==> src/rtl/uart_tx_fifo_pkg.sv <==
// rtl/uart_tx_fifo_pkg.sv - frame state encoding and parity helper shared by the UART transmitter and receiver
package uart_tx_fifo_pkg;

   typedef enum logic [2:0] {
      ST_IDLE   = 3'd0,
      ST_START  = 3'd1,
      ST_DATA   = 3'd2,
      ST_PARITY = 3'd3,
      ST_STOP   = 3'd4
   } tx_state_t;

   localparam int MAX_DATA_BITS = 9;

   // Narrower words are zero-extended by the caller, which leaves the XOR unchanged.
   function automatic logic parity_of(input logic [MAX_DATA_BITS-1:0] word, input logic odd);
      return (^word) ^ odd;
   endfunction

endpackage

==> src/rtl/uart_tx_fifo_sync_fifo.sv <==
// rtl/uart_tx_fifo_sync_fifo.sv - synchronous FIFO with occupancy level and full/empty flags
module sync_fifo #(
   parameter int WIDTH = 8,
   parameter int DEPTH = 16
) (
   input  logic                     clk,
   input  logic                     rst_n,
   input  logic [WIDTH-1:0]         wr_data,
   input  logic                     wr_valid,
   output logic                     wr_ready,
   output logic [WIDTH-1:0]         rd_data,
   input  logic                     rd_en,
   output logic                     empty,
   output logic [$clog2(DEPTH):0]   level
);
   localparam int AW = $clog2(DEPTH);
   localparam int LW = AW + 1;

   logic [WIDTH-1:0] mem [DEPTH];
   logic [AW-1:0]    wr_ptr;
   logic [AW-1:0]    rd_ptr;
   logic             push;
   logic             pop;

   assign wr_ready = (level != LW'(DEPTH));
   assign empty    = (level == '0);
   assign push     = wr_valid && wr_ready;
   assign pop      = rd_en && !empty;
   assign rd_data  = mem[rd_ptr];

   always_ff @(posedge clk) begin
      if (push) mem[wr_ptr] <= wr_data;
   end

   // DEPTH is a power of two, so the pointers wrap by plain overflow.
   always_ff @(posedge clk or negedge rst_n) begin
      if (!rst_n) begin
         wr_ptr <= '0;
         rd_ptr <= '0;
         level  <= '0;
      end else begin
         if (push) wr_ptr <= wr_ptr + 1'b1;
         if (pop)  rd_ptr <= rd_ptr + 1'b1;
         case ({push, pop})
            2'b10:   level <= level + 1'b1;
            2'b01:   level <= level - 1'b1;
            default: level <= level;
         endcase
      end
   end

endmodule

==> src/rtl/uart_tx_fifo.sv <==
// rtl/uart_tx_fifo.sv - buffered UART transmitter with per-frame parity and stop-bit selection
module uart_tx_fifo
   import uart_tx_fifo_pkg::*;
#(
   parameter int CLK_DIV    = 173,
   parameter int DATA_BITS  = 8,
   parameter int FIFO_DEPTH = 16
) (
   input  logic                          i_clk,
   input  logic                          i_rst_n,
   input  logic [DATA_BITS-1:0]          i_data,
   input  logic                          i_valid,
   output logic                          o_ready,
   input  logic                          i_parity_en,
   input  logic                          i_parity_odd,
   input  logic                          i_two_stop,
   output logic                          o_tx,
   output logic                          o_busy,
   output logic [$clog2(FIFO_DEPTH):0]   o_level
);
   localparam logic [15:0] BAUD_LOAD = 16'(CLK_DIV - 1);
   localparam logic [3:0]  LAST_BIT  = 4'(DATA_BITS - 1);

   tx_state_t            state, state_next;
   logic [15:0]          baud_cnt, baud_next;
   logic [3:0]           bit_cnt, bit_next;
   logic [DATA_BITS-1:0] shift, shift_next, head;
   logic                 tx, tx_next;
   logic                 parity_en, two_stop, par_bit;
   logic                 empty, pop, start_frame, tick;

   sync_fifo #(
      .WIDTH (DATA_BITS),
      .DEPTH (FIFO_DEPTH)
   ) u_fifo (
      .clk      (i_clk),
      .rst_n    (i_rst_n),
      .wr_data  (i_data),
      .wr_valid (i_valid),
      .wr_ready (o_ready),
      .rd_data  (head),
      .rd_en    (pop),
      .empty    (empty),
      .level    (o_level)
   );

   assign tick   = (baud_cnt == 16'd0);
   assign o_tx   = tx;
   assign o_busy = (state != ST_IDLE) || (o_level != '0);

   always_comb begin
      state_next  = state;
      baud_next   = tick ? BAUD_LOAD : baud_cnt - 16'd1;
      bit_next    = bit_cnt;
      shift_next  = shift;
      tx_next     = tx;
      start_frame = 1'b0;
      case (state)
         ST_IDLE: begin
            baud_next = '0;
            tx_next   = 1'b1;
            if (!empty) start_frame = 1'b1;
         end
         ST_START: if (tick) begin
            state_next = ST_DATA;
            bit_next   = '0;
            tx_next    = shift[0];
         end
         ST_DATA: if (tick) begin
            if (bit_cnt == LAST_BIT) begin
               bit_next = '0;
               if (parity_en) begin
                  state_next = ST_PARITY;
                  tx_next    = par_bit;
               end else begin
                  state_next = ST_STOP;
                  tx_next    = 1'b1;
               end
            end else begin
               bit_next   = bit_cnt + 4'd1;
               shift_next = shift >> 1;
               tx_next    = shift[1];
            end
         end
         ST_PARITY: if (tick) begin
            state_next = ST_STOP;
            bit_next   = '0;
            tx_next    = 1'b1;
         end
         ST_STOP: if (tick) begin
            if (two_stop && bit_cnt == 4'd0) bit_next = 4'd1;
            else if (!empty)                 start_frame = 1'b1;
            else                             state_next = ST_IDLE;
         end
         default: state_next = ST_IDLE;
      endcase
      // A new frame starts straight from IDLE or from the last stop cycle, so frames abut.
      if (start_frame) begin
         state_next = ST_START;
         baud_next  = BAUD_LOAD;
         shift_next = head;
         tx_next    = 1'b0;
      end
   end

   assign pop = start_frame;

   always_ff @(posedge i_clk or negedge i_rst_n) begin
      if (!i_rst_n) begin
         state     <= ST_IDLE;
         baud_cnt  <= '0;
         bit_cnt   <= '0;
         shift     <= '0;
         tx        <= 1'b1;
         parity_en <= 1'b0;
         two_stop  <= 1'b0;
         par_bit   <= 1'b0;
      end else begin
         state    <= state_next;
         baud_cnt <= baud_next;
         bit_cnt  <= bit_next;
         shift    <= shift_next;
         tx       <= tx_next;
         if (start_frame) begin
            parity_en <= i_parity_en;
            two_stop  <= i_two_stop;
            par_bit   <= parity_of(MAX_DATA_BITS'(head), i_parity_odd);
         end
      end
   end

endmodule

==> config.mk <==
export PLATFORM = sky130hd
export DESIGN_NAME = uart_tx_fifo
export DESIGN_NICKNAME = d
export VERILOG_FILES = /design/src/rtl/uart_tx_fifo_pkg.sv /design/src/rtl/uart_tx_fifo_sync_fifo.sv /design/src/rtl/uart_tx_fifo.sv
export SDC_FILE = /design/constraint.sdc
export NUM_CORES = 1
export LEC_CHECK = 0
export ABC_AREA = 1
export CORE_ASPECT_RATIO = 0.6
export CORE_MARGIN = 1
export CORE_UTILIZATION = 42
export CTS_CLUSTER_SIZE = 24
export DETAILED_ROUTE_END_ITERATION = 8
export DONT_BUFFER_PORTS = 1
export GPL_TIMING_DRIVEN = 0
export PLACE_DENSITY = 0.56
export SYNTH_ARGS = -nofsm -noshare
export SYNTH_HDL_FRONTEND = slang
export SYNTH_SLANG_ARGS = --single-unit
==> constraint.sdc <==
create_clock -name i_clk -period 5 [get_ports i_clk]
set_input_delay 1 -clock i_clk [delete_from_list [all_inputs] [get_ports i_clk]]
set_output_delay 1 -clock i_clk [all_outputs]
set_load 0.01 [all_outputs]
==> results of run 1 <==
through the flow:
step / hold slack, ns / cell area (um^2) / util / cells
6_report: 0.263 / 8950 / 0.485 / 1098
5_1_grt: 0.248 / 8950 / 0.485 / 1098
4_1_cts: 0.247 / 8950 / 0.485 / 1098
3_5_place_dp: 0.451 / 8380 / 0.454 / 1068
3_3_place_gp: 0.441 / 8380 / 0.454 / 1068
2_1_floorplan: 0.427 / 8080 / - / 828
final cells by class:
class | count | area share
flip-flops and latches | 176 | 0.564
multi-input cells | 549 | 0.288
clock buffers | 19 | 0.0483
well taps | 240 | 0.0335
inverters | 79 | 0.0331
plain buffers | 24 | 0.0172
clock inverters | 11 | 0.0159
layout by cell type, fill, tap and decap left out, types with 2 or more instances in the layout:
cell type	netlist	layout
a21oi_1	22	22
nand4_1	3	3
inv_2	6	6
o21ai_2	2	2
inv_1	71	71
buf_6	4	4
buf_2	15	15
clkbuf_16	0	17
o21ai_0	28	28
ha_1	12	12
bufinv_16	0	3
xor2_1	14	14
nor4_1	4	4
nor2_4	3	3
a31oi_1	6	6
o31ai_1	2	2
nand2_1	246	246
nor2_1	116	116
clkinvlp_4	0	2
nand3_1	52	52
clkinv_1	2	5
clkinv_4	0	3
nand2_2	3	3
clkbuf_1	1	3
nor2_2	2	2
nand2_4	2	2
xnor2_1	7	7
dfrtp_1	47	47
o21ai_1	7	7
or2_1	2	2
nor3_1	4	4
edfxtp_1	128	128
buf_4	4	4
a211oi_1	2	2
worst max-delay path, stage by stage (launching register included):
cell	delay (ns)
dfrtp_1	0.39
inv_1	0.06
ha_1	0.17
nand2_1	0.16
nor2_4	0.16
nand2_4	0.09
nor3_4	0.28
nand4_1	0.15
nand2_2	0.19
buf_6	0.18
ha_1	0.29
xor2_1	0.14
ha_1	0.19
a21oi_1	0.19
o21ai_0	0.13
a21oi_1	0.15
inv_1	0.07
a21oi_1	0.11
o21ai_0	0.12
xor2_1	0.16
routing by layer:
metal | share of wire | GRT usage | wire length, um | vias to the layer above
met3 | 0.096 | 0.0566 | 2010 | 19
li1 | - | - | - | 2749
met2 | 0.40 | 0.306 | 8300 | 217
met5 | 0 | 0 | 0 | -
met4 | 0.0095 | 0.0545 | 198 | 0
met1 | 0.50 | 0.342 | 10400 | 2771
power breakdown:
group | leakage (nW) | switching (mW) | internal [mW]
clock network | 0.272 | 0.558 | 0.777
registers | 1.74 | 0.0774 | 1.71
logic | 1.74 | 0.223 | 0.0807
cell families (layout without fill, tap and decap cells):
| family | Yosys count | after routing | synth area share |
|---|---|---|---|
| xor gates and xnor gates | 21 | 21 | 0.0228 |
| buffers and inverters | 103 | 133 | 0.0558 |
| adders and majority gates | 12 | 12 | 0.0186 |
| DFF | 176 | 176 | 0.625 |
| and+or+nand+nor | 444 | 444 | 0.230 |
| AOI/OAI and AO/OA | 72 | 72 | 0.0486 |
sequential cells by signal, indices dropped and copies added, names as in the netlist:
register / flops
u_fifo.mem: 128
baud_cnt: 16
shift: 8
u_fifo.level: 5
bit_cnt: 4
u_fifo.rd_ptr: 4
u_fifo.wr_ptr: 4
state: 3
o_tx: 1
par_bit: 1
parity_en: 1
two_stop: 1
path summary, 6_finish.rpt:
kind,cells past startpoint,end,slack (ns),startpoint
max,19,u_fifo.level[4]$_DFFE_PN0P_,1.50,baud_cnt[0]$_DFF_PN0_
min,0,baud_cnt[7]$_DFF_PN0_,0.26,i_rst_n
max reg2reg,19,u_fifo.level[4]$_DFFE_PN0P_,1.50,baud_cnt[0]$_DFF_PN0_
min reg2reg,1,baud_cnt[0]$_DFF_PN0_,0.45,baud_cnt[0]$_DFF_PN0_
max in group asynchronous,0,o_tx$_DFFE_PN1P_,4.55,i_rst_n
min in group i_clk,1,baud_cnt[0]$_DFF_PN0_,0.45,baud_cnt[0]$_DFF_PN0_
==> results.json, run 1 <==
{
  "syn-num-nets": 854,
  "nNetsFinal": 873,
  "p_leak_nw": 3.76,
  "netlist_instances": 828,
  "worst_slack_ns": 1.50,
  "dieWidth_um": 181,
  "outcome": "finished clean",
  "pre_cts_ws_ns": 1.55,
  "gp_congestion": 0.891,
  "num_antenna_cells": 0,
  "cp.required_ns": 5.31,
  "min_period_ns": 3.50,
  "cts_tree": "built",
  "path_class": "flop to flop",
  "synth-seq-area-share": 0.625,
  "hold_class": "input pin to async pin",
  "ir_drop_mv": 0.269,
  "grt_max_degree": 49,
  "clk_latency_ns": 0.43,
  "synth-seq-cells": 176,
  "p_per_area_nw_per_um2": 383,
  "hold_viol_final": 0,
  "fmax_ghz": 0.286,
  "io_buffer_count": 0,
  "drc": 0,
  "synth_cell_types": 41,
  "synth_most_common_cell": "nand2_1",
  "synth_edf_count": 128,
  "setup-tns-final_ns": 0,
  "grt_pass1_vias": 5368,
  "drtAntennaViolNets": 0,
  "dr.pass1.iters": 6,
  "max_cap_viol_count": 0,
  "drv_slew": 0,
  "io_pins": 22,
  "cts_buffer_depth": 2,
  "ctsResizeCount": 0,
  "post-cts-setup-buffers": 0,
  "path_max_fanout": 11,
  "synth.largest_area_cell": "edfxtp_1",
  "yosys-top-cells-area": "edfxtp_1, dfrtp_1, nand2_1",
  "die_h_um": 109,
  "cts_buffers": 17,
  "total_power_mw": 3.43,
  "antenna_found_initial": 0,
  "root_buffer": "clkbuf_16",
  "setup_violations": 0,
  "drive_gt1_frac": 0.0839,
  "h-tree-depth": 4,
  "drt-total-wl_um": 20900,
  "async_flop_share": 0.273,
  "end_kind": "flop",
  "synthesis.area_um2": 8080,
  "fillCellCount": 1710,
  "period_share": 0.700,
  "cts_sinks": 176,
  "dieArea_um2": 19800,
  "syn2layout_area_growth_pct": 10.8,
  "worstMarginPinSlew_ns": 1.06,
  "num_vias": 5756,
  "finClkSkew_ns": 0.00877,
  "wl_per_cell_um": 19.0,
  "rsz0062_at_grt": "no",
  "hpwl_um": 14800,
  "via_per_inst": 5.24,
  "arrival_ns": 3.81,
  "ctsHoldBuffers": 0,
  "coreArea_um2": 18400,
  "grt_overflow_total": 0,
  "yosysWarnings": 0,
  "synth.avg_cell_area_um2": 9.76,
  "fp-row-count": 38,
  "multiInputGateArea_um2": 2580,
  "register_area_um2": 5050,
  "clk_pin_slew_worst_paths_ns": 0.06,
  "yosysTopAreaCellShare": 0.476,
  "synth_ff_type": "edfxtp_1",
  "slew_headroom": 0.290,
  "grt_pass1_wl_um": 31600,
  "synth_top_cells_by_count": "nand2_1, edfxtp_1, nor2_1",
  "start_util": 0.438,
  "track_usage": 0.222,
  "start_kind": "flop",
  "drt_iter0_markers": 621
}
(Power assumes the default switching activity.)
==> run 2, diff against run 1 <==
PLACE_DENSITY = 0.59   (was 0.56)
clock period = 2.9 ns   (was 5 ns; I/O delays follow)
==> results.json, run 2 (same netlist as run 1, synthesis figures left out) <==
{
  "crit_chain": "inv_1 > ha_4 > nand2_4 > nor2_4 > nand2_4 > nor3_4 > nand4_1 > nand2_4 > ha_4 > xor2_2 > ha_2 > a21oi_2 > o21ai_1 > a21oi_1 > inv_1 > a21oi_2 > o21ai_2 > xor2_1",
  "ir_drop_mv": 0.470,
  "fillCellCount": 1688,
  "cts_tree": "built",
  "rsz0062_at_grt": "yes",
  "reg2reg_slack_ns": 0.01,
  "antenna_found_initial": 0,
  "wl_per_cell_um": 18.1,
  "drc": 0,
  "largest_reg_flops": 128,
  "drt_iter0_markers": 706,
  "arrival_ns": 3.20,
  "hold_viol_final": 0,
  "syn2layout_area_growth_pct": 14.2,
  "h-tree-depth": 4,
  "final_util": 0.500,
  "gp_congestion": 0.807,
  "period_share": 0.996,
  "path_delay_family": "simple AND/OR/NAND/NOR gates",
  "cp.required_ns": 3.21,
  "finClkSkew_ns": 0.00748,
  "track_usage": 0.212,
  "path_class": "flop to flop",
  "top_register": "u_fifo.mem",
  "worst_slack_ns": 0.0129,
  "hpwl_um": 13600,
  "slew_headroom": 0.342,
  "mostFrequentLayoutCell": "nand2_1",
  "pre_cts_ws_ns": -0.422,
  "cpPeakStageDelay_ns": 0.36,
  "dieWidth_um": 181,
  "grt_max_degree": 49,
  "stdcell_count": 1112,
  "die_h_um": 109,
  "reg2reg_from": "baud_cnt[1]$_DFF_PN0_",
  "final_cell_mix": "nand2_1, edfxtp_1, nor2_1, inv_1, nand3_1",
  "num_vias": 5684,
  "cts_buffer_depth": 2,
  "fmax_ghz": 0.346,
  "grt_overflow_total": 0,
  "setup.worst_path.start": "baud_cnt[1]$_DFF_PN0_",
  "worstMarginPinSlew_ns": 0.983,
  "r2r_cells": 18,
  "via_per_inst": 5.11,
  "io_pins": 22,
  "drv_slew": 0,
  "path_max_fanout": 5,
  "clk_pin_slew_worst_paths_ns": 0.07,
  "drt-total-wl_um": 20100,
  "cts_sinks": 176,
  "dp_cells": 1068,
  "cp.depth": 18,
  "cp_common_cell": "nand2_4",
  "start_util": 0.438,
  "r2r_end": "u_fifo.level[4]$_DFFE_PN0P_",
  "dr.pass1.iters": 5,
  "grt_pass1_wl_um": 30300,
  "grt_pass1_vias": 5024,
  "root_buffer": "clkbuf_16",
  "setup_violations": 0,
  "p_per_area_nw_per_um2": 670,
  "start_kind": "flop",
  "reg_top3": "u_fifo.mem: 128 flops, baud_cnt: 16 flops, shift: 8 flops",
  "cts_buffers": 17,
  "dieArea_um2": 19800,
  "fp-row-count": 38,
  "cp-endpoint": "u_fifo.level[4]$_DFFE_PN0P_",
  "num_antenna_cells": 0,
  "cp_num_buf_inv": 2,
  "coreArea_um2": 18400,
  "drive_gt1_frac": 0.116,
  "hold_class": "input pin to flop",
  "min_period_ns": 2.89,
  "outcome": "finished clean",
  "drtAntennaViolNets": 0,
  "end_kind": "flop",
  "nNetsFinal": 885,
  "clk_latency_ns": 0.43,
  "cpMaxStageDelayCell": "dfrtp_1",
  "io_buffer_count": 0,
  "p_leak_nw": 3.87,
  "max_cap_viol_count": 0
}
==> run 2: worst min path at each step <==
stage                         start                         end  depth (start not counted)
after floorplan             i_rst_n       baud_cnt[0]$_DFF_PN0_                          0
after global placement      i_rst_n       baud_cnt[5]$_DFF_PN0_                          0
after global routing      i_data[5]  u_fifo.mem[0][5]$_DFFE_PP_                          0
after CTS                 i_data[5]  u_fifo.mem[1][5]$_DFFE_PP_                          0
final                     i_data[5]  u_fifo.mem[8][5]$_DFFE_PP_                          0
after detailed placement    i_rst_n       baud_cnt[5]$_DFF_PN0_                          0
==> run 2: repair_timing <==
| item | 4_1_cts | 5_1_grt |
|---|---|---|
| gates resized for setup | 4 | 14 |
| cloned | 0 | 0 |
| hold buffers | 2 | 0 |
| buffers inserted | 4 | 7 |
| endpoints found under the hold margin | 48 | 0 |
| pin swaps | 2 | 10 |
| endpoints found under the setup margin | 3 | 2 |
==> run 2: report_power, final <==
part	internal [mW]	switching (mW)	leakage (nW)	total, mW
combinational	0.162	0.394	1.82	0.556
sequential	2.95	0.146	1.74	3.10
clock	1.54	0.990	0.305	2.53
==> run 2: metrics by stage <==
stage / hold WS, ns / setup TNS, ns / area (um^2) / total power, mW
2_1_floorplan: 0.284 / 0 / 8090 / 3.47
3_3_place_gp: 0.285 / -0.478 / 8390 / 3.63
3_5_place_dp: 0.286 / -0.422 / 8390 / 3.64
4_1_cts: 0.225 / 0 / 9120 / 6.19
5_1_grt: 0.222 / -0.139 / 9220 / 6.41
6_report: 0.239 / 0 / 9220 / 6.18
==> run 2: per-layer routing <==
metal	track usage	up-vias	routed length, um
met5	0	-	0
met4	0.0563	0	178
met2	0.265	202	7610
met1	0.351	2698	10700
li1	-	2769	-
met3	0.0490	15	1610
==> run 2: final cells by class <==
class                      count  area [um^2]  area share
sequential                   176         5050       0.547
multi-input combinational    549         2670       0.290
clock buffer                  20          437      0.0473
tap                          240          300      0.0326
inverter                      79          297      0.0322
clock inverter                12          209      0.0227
buffer                        23          143      0.0155
timing repair buffer          13          120      0.0130
==> run 2: worst register-to-register path: stages (launching register included) <==
cell	delay, ns
dfrtp_1	0.36
inv_1	0.11
ha_4	0.17
nand2_4	0.06
nor2_4	0.14
nand2_4	0.08
nor3_4	0.27
nand4_1	0.18
nand2_4	0.15
ha_4	0.17
xor2_2	0.08
ha_2	0.19
a21oi_2	0.14
o21ai_1	0.07
a21oi_1	0.14
inv_1	0.08
a21oi_2	0.16
o21ai_2	0.07
xor2_1	0.15
